`src/rtl/morse_encoder.sv`:
```
// Morse encoder: a 4-deep FIFO of hex key codes is drained one character at a
// time and keyed out on morse_out with standard dot/dash/gap timing.
module morse_encoder #(
    parameter int unsigned UNIT_CYCLES = 5000000
) (
    input  logic       clk,
    input  logic       rst_n,
    input  logic       key_valid,
    input  logic [3:0] key_val,
    output logic       key_ready,
    output logic       morse_out,
    output logic       busy,
    output logic       overflow
);

    typedef enum logic [1:0] {
        IDLE,
        MARK,
        GAP,
        CGAP
    } state_t;

    localparam logic [23:0] UNIT_LOAD = 24'(UNIT_CYCLES - 1);

    // Returns {symbol count, pattern left-aligned MSB first, 1 = dash}.
    function automatic logic [7:0] char_lookup(input logic [3:0] code);
        case (code)
            4'h0:    return {3'd5, 5'b11111};
            4'h1:    return {3'd5, 5'b01111};
            4'h2:    return {3'd5, 5'b00111};
            4'h3:    return {3'd5, 5'b00011};
            4'h4:    return {3'd5, 5'b00001};
            4'h5:    return {3'd5, 5'b00000};
            4'h6:    return {3'd5, 5'b10000};
            4'h7:    return {3'd5, 5'b11000};
            4'h8:    return {3'd5, 5'b11100};
            4'h9:    return {3'd5, 5'b11110};
            4'hA:    return {3'd2, 5'b01000};
            4'hB:    return {3'd4, 5'b10000};
            4'hC:    return {3'd4, 5'b10100};
            4'hD:    return {3'd3, 5'b10000};
            4'hE:    return {3'd1, 5'b00000};
            default: return {3'd4, 5'b00100};
        endcase
    endfunction

    logic [3:0]  fifo_mem [4];
    logic [1:0]  wr_ptr;
    logic [1:0]  rd_ptr;
    logic [2:0]  fifo_count;
    logic        push;
    logic        pop;
    logic [7:0]  head_entry;

    state_t      state;
    state_t      state_next;
    logic [23:0] unit_cnt;
    logic [23:0] unit_next;
    logic [1:0]  reps_left;
    logic [1:0]  reps_next;
    logic [2:0]  sym_cnt;
    logic [2:0]  sym_next;
    logic [4:0]  pattern;
    logic [4:0]  pat_next;

    assign key_ready  = (fifo_count != 3'd4);
    assign push       = key_valid && key_ready;
    assign pop        = (state == IDLE) && (fifo_count != 3'd0);
    assign head_entry = char_lookup(fifo_mem[rd_ptr]);

    // Storage needs no reset: emptiness is tracked entirely by the pointers.
    always_ff @(posedge clk) begin
        if (push) begin
            fifo_mem[wr_ptr] <= key_val;
        end
    end

    always_ff @(posedge clk or negedge rst_n) begin
        if (!rst_n) begin
            wr_ptr     <= 2'd0;
            rd_ptr     <= 2'd0;
            fifo_count <= 3'd0;
            overflow   <= 1'b0;
        end else begin
            if (push) begin
                wr_ptr <= wr_ptr + 2'd1;
            end
            if (pop) begin
                rd_ptr <= rd_ptr + 2'd1;
            end
            case ({push, pop})
                2'b10:   fifo_count <= fifo_count + 3'd1;
                2'b01:   fifo_count <= fifo_count - 3'd1;
                default: fifo_count <= fifo_count;
            endcase
            overflow <= key_valid && !key_ready;
        end
    end

    always_ff @(posedge clk or negedge rst_n) begin
        if (!rst_n) begin
            state     <= IDLE;
            unit_cnt  <= 24'd0;
            reps_left <= 2'd0;
            sym_cnt   <= 3'd0;
            pattern   <= 5'd0;
            morse_out <= 1'b0;
            busy      <= 1'b0;
        end else begin
            state     <= state_next;
            unit_cnt  <= unit_next;
            reps_left <= reps_next;
            sym_cnt   <= sym_next;
            pattern   <= pat_next;
            morse_out <= (state == MARK);
            busy      <= (state != IDLE);
        end
    end

    // Long intervals run as repeated units: reps_left counts extra units
    // still owed after the current one, so 24 bits cover 3*UNIT_CYCLES.
    always_comb begin
        state_next = state;
        unit_next  = unit_cnt;
        reps_next  = reps_left;
        sym_next   = sym_cnt;
        pat_next   = pattern;
        case (state)
            IDLE: begin
                if (pop) begin
                    state_next = MARK;
                    unit_next  = UNIT_LOAD;
                    sym_next   = head_entry[7:5];
                    pat_next   = head_entry[4:0];
                    reps_next  = head_entry[4] ? 2'd2 : 2'd0;
                end
            end
            MARK: begin
                if (unit_cnt != 24'd0) begin
                    unit_next = unit_cnt - 24'd1;
                end else if (reps_left != 2'd0) begin
                    reps_next = reps_left - 2'd1;
                    unit_next = UNIT_LOAD;
                end else if (sym_cnt > 3'd1) begin
                    state_next = GAP;
                    unit_next  = UNIT_LOAD;
                    sym_next   = sym_cnt - 3'd1;
                    pat_next   = {pattern[3:0], 1'b0};
                end else begin
                    state_next = CGAP;
                    unit_next  = UNIT_LOAD;
                    reps_next  = 2'd2;
                    sym_next   = 3'd0;
                end
            end
            GAP: begin
                if (unit_cnt != 24'd0) begin
                    unit_next = unit_cnt - 24'd1;
                end else begin
                    state_next = MARK;
                    unit_next  = UNIT_LOAD;
                    reps_next  = pattern[4] ? 2'd2 : 2'd0;
                end
            end
            CGAP: begin
                if (unit_cnt != 24'd0) begin
                    unit_next = unit_cnt - 24'd1;
                end else if (reps_left != 2'd0) begin
                    reps_next = reps_left - 2'd1;
                    unit_next = UNIT_LOAD;
                end else begin
                    state_next = IDLE;
                    unit_next  = 24'd0;
                    pat_next   = 5'd0;
                end
            end
            default: begin
                state_next = IDLE;
            end
        endcase
    end

endmodule

```
`config.mk`:
```
export PLATFORM = sky130hd
export DESIGN_NAME = morse_encoder
export DESIGN_NICKNAME = d
export VERILOG_FILES = /design/src/rtl/morse_encoder.sv
export SDC_FILE = /design/constraint.sdc
export NUM_CORES = 1
export LEC_CHECK = 0
export ABC_CLOCK_PERIOD_IN_PS = 3000
export BUFFER_PORTS_ARGS = -buffer_cell sky130_fd_sc_hd__buf_2
export CAP_MARGIN = 20
export CELL_PAD_IN_SITES_DETAIL_PLACEMENT = 1
export CELL_PAD_IN_SITES_GLOBAL_PLACEMENT = 2
export CORE_AREA = 4 4 100 102
export DETAILED_ROUTE_END_ITERATION = 10
export DIE_AREA = 0 0 104 106
export HOLD_SLACK_MARGIN = 0.02
export PLACE_DENSITY_LB_ADDON = 0.25
export SYNTH_ARGS = -nofsm -noshare
export SYNTH_HDL_FRONTEND = slang
export SYNTH_SLANG_ARGS = --single-unit
```
`constraint.sdc`:
```
create_clock -name clk -period 3 [get_ports clk]
set_input_delay 0.9 -clock clk [delete_from_list [all_inputs] [get_ports clk]]
set_output_delay 0.9 -clock clk [all_outputs]
set_load 0.03 [all_outputs]
```
==> key figures <==
GRT
  • First-pass GRT wire length: 15400 um
  • Largest net degree at the start of global routing: 27
  • Initial antenna violation count: 0
  • GR Util All Layers: 17.4%
  • Vias in the first global route: 3003
  • GRT Residual Overflow: 0

Status
  • Status: finished clean

Finish
  • Reg area: 1630 sq um
  • Footprint of the multi-input gates: 1890 sq um
  • # diodes: 0
  • Non-Filler Instances: 479
  • Fillcell total: 1024
  • Post-route cell area: 4050 sq um
  • Share of layout cells above drive strength 1: 16.8%
  • Final #Nets: 392
  • Synth-to-Final Area Change: 8.71%

CTS
  • Clock Pin Slew Worst Setup and Hold Paths: 0.09 ns
  • Setup repair bufs after CTS: 0
  • TritonCTS clock tree: yes
  • Post-CTS sizing: 0
  • Num CTS Buffers: 9
  • H-tree levels: 3
  • Root Buffer: clkbuf_8
  • Skew-Pair Late Insertion Delay: 0.34 ns
  • Max Root-Sink Buffers: 2
  • CTS Sinks: 62
  • Hold_buf cts: 0

Placement
  • Detail Placement HPWL: 6380 um
  • Port bufs: 10
  • Dpl ws: 0.456 ns
  • Post-Place Cells: 463
  • Placer Congestion: 0.741
  • Post-DP Area: 3860 sq um

STA
  • Unrepaired setup endpoints after global routing: false
  • Final worst slack: 0.397 ns
  • Final Hold Fails: 0
  • Setup Skew: 0.00686 ns
  • Final-report setup violation count: 0
  • Setup TNS: 0 ns
  • Slew Viols, Final: 0
  • Minimum clock period: 2.60 ns
  • Worst slew pin tran: 1.02 ns
  • Max Fclk: 0.384 GHz
  • Crit share post-route: 86.8%
  • Rel. slew slack: 32.0%

Logic synthesis
  • Top cell type's share of synthesized area: 30.9%
  • Area leader, netlist: dfrtp_1
  • Yosys reg bits: 62
  • Mapped Cells: 351
  • Mapped cell area: 3720 sq um
  • Syn Nets: 380
  • Cell with the most instances after synthesis: dfrtp_1
  • Synth top cells by count: dfrtp_1 (46), inv_1 (26), nor2_1 (23)
  • Syn. warnings: 0
  • Number of synthesized flops with an enable pin: 16
  • Netlist cell types: 65
  • Async SR Flop Fraction: 74.2%
  • Avg Synthesized Cell Area: 10.6 sq um
  • Sequential area share after synthesis: 43.8%
  • Synth Flop Type: dfrtp_1
  • Area contributors post-synth: dfrtp_1 (31%), edfxtp_1 (13%), ha_1 (7.1%), a21oi_1 (2.8%), inv_1 (2.6%)

Worst setup path
  • Crit Path Class: reg2reg
  • Reg2reg start: rd_ptr[0]$_DFFE_PN0P_
  • Worst path arrival time: 2.83 ns
  • CP endpoint kind: flip-flop
  • R2R Setup Slk: 0.40 ns
  • Worst Setup SP: rd_ptr[0]$_DFFE_PN0P_
  • Critical Path RT: 3.23 ns
  • FF-to-FF End: sym_cnt[0]$_DFFE_PN0P_
  • Critical path fanouts, max: 7
  • R2R cell count: 7
  • Crit path launch type: flip-flop

Drt
  • DRC: 0
  • Post-Route WL: 8860 um
  • DR iter-0 viols: 83
  • Via count: 2790
  • First-pass DRT Iterations: 4
  • Antenna Nets Post-Route: 0
  • Via density: 5.82
  • Drt wl/cell: 18.5 um

Run
  • Max-capacitance violation count: 0

Power
  • Pwr dens: 1160 nW/um^2
  • Cell-internal power: 2.55 mW
  • Psw: 2.16 mW
  • Seq pwr share: 31.1%
  • Sw Ratio: 45.8%
  • Worst vdd ir: 0.490 mV
  • Clk pwr share: 15.1%
  • LEAKAGE: 1.79 nW
  • Gate power share: 53.8%

Die
  • Chip width: 104 um
  • FP Rows: 35
  • Starting Density: 40.9%
  • Core Footprint: 9110 sq um
  • Die Y: 106 um
  • Area of the die: 11000 sq um
  • I/O Pins: 11

Worst hold path
  • Type of the most critical hold path: in2async
[cell type report]
cell class | instances | share of cell area [%]
Clock inverter | 7 | 1.55
Clock buffer | 9 | 3.06
Inverter | 26 | 2.41
Timing Repair Buffer | 17 | 2.54
Multi-Input combinational cell | 247 | 46.7
Tap cell | 111 | 3.43
Sequential cell | 62 | 40.3
[cells in the final DEF (no fill, tap or decap), types with 3 or more instances in the layout]
cell	n
o21ai_0	10
mux2_2	8
nand2_1	21
ha_1	21
buf_2	10
nand4_1	5
and3_1	5
nand3_1	7
nor2_1	23
a21o_1	3
or2_2	3
or3_1	5
a32oi_1	5
nand2b_1	3
a41oi_1	4
dfrtp_1	46
xnor2_1	3
a21oi_1	21
edfxtp_1	16
a31oi_1	11
o22a_1	11
inv_6	4
mux2i_1	8
a22oi_1	10
o211ai_1	3
mux4_2	3
buf_4	7
xor2_1	4
nor3_1	8
inv_1	26
clkbuf_8	9
[routing by layer]
| metal | track usage (%) | vias to the layer above | part of all wire, % |
|---|---|---|---|
| met2 | 29.2 | 29 | 50 |
| met1 | 22.4 | 1418 | 47 |
| met4 | 6.08 | 0 | 1.1 |
| met3 | 3.40 | 9 | 2.1 |
| met5 | 0 | - | 0 |
| li1 | - | 1334 | - |
[registers in the layout, indices dropped and copies added, names as in the netlist, 2 cells and up]
register / count
fifo_mem: 16
sym_cnt: 3
state: 2
unit_cnt: 24
fifo_count: 3
pattern: 5
reps_left: 2
wr_ptr: 2
rd_ptr: 2
[stage by stage]
step | utilization [%] | power [mW] | hold WS, ns
3_3_place_gp | 42.4 | 3.92 | 0.489
4_1_cts | 44.4 | 4.78 | 0.512
3_5_place_dp | 42.4 | 4.04 | 0.494
2_1_floorplan | - | 3.43 | 0.453
6_report | 44.4 | 4.71 | 0.507
5_1_grt | 44.4 | 5.16 | 0.537
[worst max path at each step]
stage                               endpoint
floorplan             sym_cnt[0]$_DFFE_PN0P_
global placement      sym_cnt[0]$_DFFE_PN0P_
detailed placement    sym_cnt[0]$_DFFE_PN0P_
CTS                   sym_cnt[0]$_DFFE_PN0P_
global route        unit_cnt[16]$_DFFE_PN0N_
finish                sym_cnt[0]$_DFFE_PN0P_
[critical path: stages (launching register included)]
cell and delay, ns:
dfrtp_1 0.57, mux4_1 0.69, inv_1 0.17, ha_1 0.29, or2b_1 0.23, a21oi_1 0.15, o22ai_1 0.10, mux2_4 0.28
[power groups by stage]
stage / combinational [mW] / clock (mW) / sequential (mW)
floorplan: 2.03 / 0 / 1.40
global placement: 2.45 / 0 / 1.47
detailed placement: 2.56 / 0 / 1.48
CTS: 2.58 / 0.734 / 1.47
global route: 2.86 / 0.785 / 1.52
finish: 2.54 / 0.710 / 1.46
[logic make-up (layout without fill, tap and decap cells)]
kind of cell             Yosys count  in the layout  share of synthesized area (%)
AO/OA/AOI/OAI                     95             95                           18.0
XOR/XNOR                           7              7                           1.65
adder cells (fa/ha/maj)           22             22                           7.60
buffers and inverters             42             59                           5.41
flip-flops                        62             62                           43.8
multiplexers                      22             22                           7.90
AND/OR/NAND/NOR                  101            101                           15.6
Power figures use the tool's default switching activity.
